<file path="config.mk">
export PLATFORM = sky130hd
export DESIGN_NAME = pipeline_stall_flush_regs
export DESIGN_NICKNAME = d
export VERILOG_FILES = /design/src/rtl/pipeline_stall_flush_regs.sv
export SDC_FILE = /design/constraint.sdc
export NUM_CORES = 1
export LEC_CHECK = 0
export CAP_MARGIN = 10
export CELL_PAD_IN_SITES_DETAIL_PLACEMENT = 0
export CELL_PAD_IN_SITES_GLOBAL_PLACEMENT = 2
export CORE_MARGIN = 5
export CORE_UTILIZATION = 26
export DETAILED_ROUTE_END_ITERATION = 10
export PLACE_DENSITY = 0.73
export SLEW_MARGIN = 20
export SYNTH_ARGS = -nofsm -noshare
export SYNTH_HDL_FRONTEND = slang
export SYNTH_SLANG_ARGS = --single-unit
export TNS_END_PERCENT = 50
</file>
<file path="constraint.sdc">
create_clock -name clk -period 2 [get_ports clk]
set_clock_uncertainty 0.2 [all_clocks]
set_input_delay 0.3 -clock clk [delete_from_list [all_inputs] [get_ports clk]]
set_output_delay 0.3 -clock clk [all_outputs]
set_load 0.005 [all_outputs]
</file>
<file path="src/rtl/pipeline_stall_flush_regs.sv">
// -----------------------------------------------------------------------------
// pipeline_stall_flush_regs
//
// Purpose
//   Front-end pipeline registers driven by the hazard-detection unit: the fetch
//   PC, the IF/ID register and the ID/EX control register. The hazard controls
//   (pc_write, if_id_write, if_flush, ctrl_mux_sel) and the EX-stage branch
//   redirect are applied here in the cycle they are presented. Bubbles and
//   wrong-path flushes are inserted here. Saturating counters record how often
//   each action happened. A watchdog flags a stall that never ends.
//
// Ports
//   clk, rst_n          clock (rising edge), asynchronous active-low reset
//   pc_write            1 = advance PC, 0 = hold (load-use stall)
//   if_id_write         1 = IF/ID captures the fetch, 0 = hold
//   if_flush            1 = clear IF/ID to a bubble
//   ctrl_mux_sel        1 = inject zero control into ID/EX (bubble)
//   redirect_valid/_pc  taken branch resolved in EX and its target
//   instr_in            instruction fetched at pc
//   ctrl_in             decoded control bundle for if_id_instr
//   cnt_clr             synchronous clear of counters and watchdog
//   pc                  current fetch PC
//   if_id_pc/_instr/_valid   IF/ID contents
//   id_ex_pc/_ctrl/_valid    ID/EX contents
//   stall/flush/bubble_count saturating event counters
//   stall_timeout       sticky: a stall run exceeded STALL_MAX cycles
// -----------------------------------------------------------------------------
module pipeline_stall_flush_regs #(
    parameter int               XLEN      = 32,
    parameter logic [XLEN-1:0]  RESET_PC  = '0,
    parameter int               CTRL_W    = 8,
    parameter int               CNT_W     = 16,
    parameter int               STALL_MAX = 15
) (
    input  logic              clk,
    input  logic              rst_n,
    input  logic              pc_write,
    input  logic              if_id_write,
    input  logic              if_flush,
    input  logic              ctrl_mux_sel,
    input  logic              redirect_valid,
    input  logic [XLEN-1:0]   redirect_pc,
    input  logic [31:0]       instr_in,
    input  logic [CTRL_W-1:0] ctrl_in,
    input  logic              cnt_clr,
    output logic [XLEN-1:0]   pc,
    output logic [XLEN-1:0]   if_id_pc,
    output logic [31:0]       if_id_instr,
    output logic              if_id_valid,
    output logic [XLEN-1:0]   id_ex_pc,
    output logic [CTRL_W-1:0] id_ex_ctrl,
    output logic              id_ex_valid,
    output logic [CNT_W-1:0]  stall_count,
    output logic [CNT_W-1:0]  flush_count,
    output logic [CNT_W-1:0]  bubble_count,
    output logic              stall_timeout
);

    // addi x0, x0, 0 -- canonical RISC-V NOP used to fill a flushed IF/ID
    localparam logic [31:0] NOP_INSTR = 32'h0000_0013;

    // Run counter must be able to hold STALL_MAX+1, where it saturates.
    localparam int               RUN_W     = $clog2(STALL_MAX + 2);
    localparam logic [RUN_W-1:0] RUN_LIMIT = RUN_W'(STALL_MAX + 1);

    localparam int NUM_CNT = 3;

    // -------------------------------------------------------------------------
    // Derived hazard conditions
    // -------------------------------------------------------------------------
    logic flush;
    logic eff_stall;

    // A resolved taken branch always kills the younger instruction in IF/ID.
    assign flush     = if_flush | redirect_valid;
    // A redirect moves the PC even when the hazard unit asked to hold it, so
    // that cycle is not counted as a stall.
    assign eff_stall = ~pc_write & ~redirect_valid;

    // -------------------------------------------------------------------------
    // PC register
    // -------------------------------------------------------------------------
    logic [XLEN-1:0] pc_q, pc_d;

    always_comb begin
        pc_d = pc_q;
        if (redirect_valid) begin
            pc_d = redirect_pc;
        end else if (pc_write) begin
            pc_d = pc_q + XLEN'(4);
        end
    end

    always_ff @(posedge clk or negedge rst_n) begin
        if (!rst_n) begin
            pc_q <= RESET_PC;
        end else begin
            pc_q <= pc_d;
        end
    end

    // -------------------------------------------------------------------------
    // IF/ID register
    // -------------------------------------------------------------------------
    logic [XLEN-1:0] if_id_pc_q,    if_id_pc_d;
    logic [31:0]     if_id_instr_q, if_id_instr_d;
    logic            if_id_valid_q, if_id_valid_d;

    always_comb begin
        if_id_pc_d    = if_id_pc_q;
        if_id_instr_d = if_id_instr_q;
        if_id_valid_d = if_id_valid_q;
        // Flush beats a hold: a wrong-path instruction must not survive a stall.
        if (flush) begin
            if_id_pc_d    = '0;
            if_id_instr_d = NOP_INSTR;
            if_id_valid_d = 1'b0;
        end else if (if_id_write) begin
            if_id_pc_d    = pc_q;
            if_id_instr_d = instr_in;
            if_id_valid_d = 1'b1;
        end
    end

    always_ff @(posedge clk or negedge rst_n) begin
        if (!rst_n) begin
            if_id_pc_q    <= '0;
            if_id_instr_q <= NOP_INSTR;
            if_id_valid_q <= 1'b0;
        end else begin
            if_id_pc_q    <= if_id_pc_d;
            if_id_instr_q <= if_id_instr_d;
            if_id_valid_q <= if_id_valid_d;
        end
    end

    // -------------------------------------------------------------------------
    // ID/EX control register -- never stalls; either a real instruction or a
    // fully zeroed bubble moves forward every cycle.
    // -------------------------------------------------------------------------
    logic [XLEN-1:0]   id_ex_pc_q,    id_ex_pc_d;
    logic [CTRL_W-1:0] id_ex_ctrl_q,  id_ex_ctrl_d;
    logic              id_ex_valid_q, id_ex_valid_d;

    always_comb begin
        id_ex_pc_d    = '0;
        id_ex_ctrl_d  = '0;
        id_ex_valid_d = 1'b0;
        if (!ctrl_mux_sel && if_id_valid_q) begin
            id_ex_pc_d    = if_id_pc_q;
            id_ex_ctrl_d  = ctrl_in;
            id_ex_valid_d = 1'b1;
        end
    end

    always_ff @(posedge clk or negedge rst_n) begin
        if (!rst_n) begin
            id_ex_pc_q    <= '0;
            id_ex_ctrl_q  <= '0;
            id_ex_valid_q <= 1'b0;
        end else begin
            id_ex_pc_q    <= id_ex_pc_d;
            id_ex_ctrl_q  <= id_ex_ctrl_d;
            id_ex_valid_q <= id_ex_valid_d;
        end
    end

    // -------------------------------------------------------------------------
    // Saturating event counters: index 0 stall, 1 flush, 2 bubble
    // -------------------------------------------------------------------------
    logic [NUM_CNT-1:0] cnt_inc;
    logic [CNT_W-1:0]   cnt_val [NUM_CNT];

    assign cnt_inc = {ctrl_mux_sel, flush, eff_stall};

    generate
        for (genvar gi = 0; gi < NUM_CNT; gi++) begin : g_cnt
            logic [CNT_W-1:0] cnt_q, cnt_d;

            always_comb begin
                cnt_d = cnt_q;
                if (cnt_clr) begin
                    cnt_d = '0;
                end else if (cnt_inc[gi] && (cnt_q != {CNT_W{1'b1}})) begin
                    cnt_d = cnt_q + CNT_W'(1);
                end
            end

            always_ff @(posedge clk or negedge rst_n) begin
                if (!rst_n) begin
                    cnt_q <= '0;
                end else begin
                    cnt_q <= cnt_d;
                end
            end

            assign cnt_val[gi] = cnt_q;
        end
    endgenerate

    // -------------------------------------------------------------------------
    // Stall watchdog
    // -------------------------------------------------------------------------
    logic [RUN_W-1:0] run_q, run_d;
    logic             timeout_q, timeout_d;

    always_comb begin
        run_d = '0;
        if (!cnt_clr && eff_stall) begin
            run_d = (run_q == RUN_LIMIT) ? run_q : run_q + RUN_W'(1);
        end
    end

    // Timeout is raised on the same edge the run reaches its limit, so it is
    // visible right after the (STALL_MAX+1)-th consecutive stall cycle.
    always_comb begin
        timeout_d = timeout_q | (run_d == RUN_LIMIT);
        if (cnt_clr) begin
            timeout_d = 1'b0;
        end
    end

    always_ff @(posedge clk or negedge rst_n) begin
        if (!rst_n) begin
            run_q     <= '0;
            timeout_q <= 1'b0;
        end else begin
            run_q     <= run_d;
            timeout_q <= timeout_d;
        end
    end

    // -------------------------------------------------------------------------
    // Outputs -- all straight from registers
    // -------------------------------------------------------------------------
    assign pc            = pc_q;
    assign if_id_pc      = if_id_pc_q;
    assign if_id_instr   = if_id_instr_q;
    assign if_id_valid   = if_id_valid_q;
    assign id_ex_pc      = id_ex_pc_q;
    assign id_ex_ctrl    = id_ex_ctrl_q;
    assign id_ex_valid   = id_ex_valid_q;
    assign stall_count   = cnt_val[0];
    assign flush_count   = cnt_val[1];
    assign bubble_count  = cnt_val[2];
    assign stall_timeout = timeout_q;

endmodule
</file>
==> run metrics <==
fillers between 3000 and 4000; failing checks setup timing; Synth top area share a little over half; Flop pwr share approximately 46%; clock-pin slew on the worst setup and hold paths 0.08 ns; outcome finished with violations; unrepaired setup endpoints after global routing yes; clock latency at the later pin of the worst-skew pair approximately 0.44 ns; Nets 1319; die height about 190 um; Fin Hold WS roughly 0.14 ns; cell taking the most area after synthesis dfrtp_1; Leakage about 6.2 nW; Final Hold Viols 0; Worst Path Max Fanout 6; final worst slack -0.04627 ns; CP Capture Type flip-flop; Starting Density roughly a quarter; fin util 41.69%; min cycle time layout 2.046 ns; CP Launch Type flip-flop; Avg WL per Cell roughly 17 um; total I/O pin count between 200 and 300; Synth Cell Area 0.008771 mm^2; synthesized flop and latch total approximately 190; top-count cell post-synth dfrtp_1; total grt overflow 0; total net switching power ~2.4 mW; Clock Power Share 40.1%; P_int approximately 6.6 mW; synth top area cells dfrtp_1 (54%), mux2i_1 (8.0%), nor2_1 (4.8%); Final HPWL DP ~22 mm; H-tree lvl count 4; CTS Sinks 192; RD Place Congestion between 0.7 and 0.8; antenna-violating nets left 0; Residual DRC 0; Setup-failing EPs final 4; CP Data Required Time around 2.2 ns; Hold Startpoint cnt_clr; worst reg2reg startpoint pc[2]$_DFFE_PN0P_; syn avg cell area ~10 um^2; Worst VDD drop 570.0 uV; Commonest cells post-synth dfrtp_1 (189), nor2_1 (113), mux2i_1 (70), nand2_1 (43); max-cap violations 0; switching share of power 26.47%; 1st-iter DRT viols 280; Slew @ Worst Pin 0.3821 ns; Total GRT Usage 15.05%; vias per cell about 4.6; Critical Path AT around 2.2 ns; share of cells above drive strength 1 21.19%; Seq/Total Area, Yosys between 50% and 60%; IO buf count 266; clock buffer count from CTS 17; net count after synthesis a little over 900; drt first pass iters 4; Area Growth Syn to Fin 59.00%; CTS tree done; origin of the worst setup path pc[2]$_DFFE_PN0P_; f_max 0.4887 GHz; Post-synth ARST share 100.0%; initial antenna violation count 3; Die X roughly 190 um; post-layout total power just under 9 mW; Clock Path Buffers 2; largest net degree at the start of global routing 63; Max Transition Viols Final 0; power density over the cells around 640 mW/mm^2; crit path kind flip-flop to flip-flop; Hold Path Class input pin to flip-flop; Yosys warning count 0; drt total wl 28.99 mm; Synth Flop Type dfrtp_1; vias in the first global route approximately 7900; full die area 0.03751 mm^2; EDFF count, synth 0; core area approximately 0.033 mm^2; portion of total power attributed to combinational logic ~14%; Core Rows 67; Syn Inst Count 840; pre-CTS setup slack -0.5244 ns; Synth cell types 44; DR vias 7782; Worst slew margin roughly three quarters; first-pass GRT wire length ~46 mm; fin crit share 102.3%; clk root buf clkbuf_16
## kinds of logic after synthesis
family,synth area share [%]
and+or+nand+nor,21.18
DFF,54.82
AOI/OAI and AO/OA,8.031
muxes,10.68
buffers and inverters,2.924
xor gates and xnor gates,1.498
adders and majority gates,0.8559
## sequential cells by signal, indices dropped and copies added (netlist names), 5 cells and up
name and cells:
id_ex_pc 32, if_id_instr 32, if_id_pc 32, pc 32, bubble_count 16, flush_count 16
stall_count 16, id_ex_ctrl 8, run_q 5
## critical path, stage by stage, from the launching register on
cell and delay [ns]:
dfrtp_1 0.39, buf_6 0.11, nand4_1 0.10, or3_1 0.37, buf_6 0.15, buf_6 0.12
or4_4 0.40, a31oi_1 0.13
## repair_timing
action,in CTS,in global routing
endpoints found under the hold margin,192,0
resized for setup,31,76
pin swaps,6,15
setup endpoints to repair,34,64
setup buffers,9,8
hold buffers,1,0
gates cloned,0,1
## cell usage in the layout, fill, tap and decap left out, types with 18 or more instances in the layout
cell type and count:
dfrtp_1 179, nand4_1 20, mux2i_1 70, buf_4 126
a21oi_1 23, dlymetal6s2s_1 19, mux2_2 21, nand2_1 43
o21ai_0 24, clkdlybuf4s50_1 224, dlygate4sd2_1 19, nand3_1 19
inv_1 20, nor2_1 113, and2_1 40, nor3_1 18
## cell type report
| cell class | count | area, um^2 | area share (%) |
|---|---|---|---|
| clock buffer | 18 | 429.2 | 3.077 |
| multi-input combinational | 583 | 3886 | 27.87 |
| tap | 448 | 560.5 | 4.019 |
| timing repair buffer | 418 | 3998 | 28.66 |
| clock inverter | 14 | 170.2 | 1.220 |
| inverter | 21 | 78.83 | 0.5652 |
| antenna | 1 | 2.502 | 0.01794 |
| sequential | 192 | 4821 | 34.57 |
## layer usage
| metal | global-route usage [%] | up-vias | wire length, um |
|---|---|---|---|
| li1 | - | 3775 | - |
| met1 | 19.88 | 3813 | 13340 |
| met2 | 24.22 | 170 | 13800 |
| met3 | 4.535 | 20 | 1477 |
| met4 | 3.986 | 4 | 354 |
| met5 | 0 | - | 14 |
## power groups by stage
stage | Combinational (mW) | Sequential (mW) | Clock (mW)
3_3_place_gp | 1.25 | 4.19 | 0
6_report | 1.25 | 4.11 | 3.58
3_5_place_dp | 1.25 | 4.19 | 0
5_1_grt | 1.37 | 4.13 | 3.87
2_1_floorplan | 0.371 | 4.21 | 0
4_1_cts | 1.26 | 4.11 | 3.71
## through the flow
stage	instance area (um^2)	setup TNS [ns]	cells
5_1_grt	13950	-0.9596	1695
3_5_place_dp	12940	-12.45	1643
3_3_place_gp	12940	-11.73	1643
2_1_floorplan	8812	-0.6476	840
4_1_cts	13640	-0.03981	1685
6_report	13950	-0.08686	1695
## final timing paths
path,endpoint,slack (ns),depth (start not counted)
max,pc[23]$_DFFE_PN0P_,-0.05,7
min,bubble_count[6]$_DFFE_PN0P_,0.14,3
max reg2reg,pc[23]$_DFFE_PN0P_,-0.05,7
min reg2reg,id_ex_pc[19]$_DFF_PN0_,0.31,1
max in group asynchronous,stall_count[14]$_DFFE_PN0P_,0.83,3
min in group asynchronous,stall_count[10]$_DFFE_PN0P_,0.15,2
(Power assumes the default switching activity.)
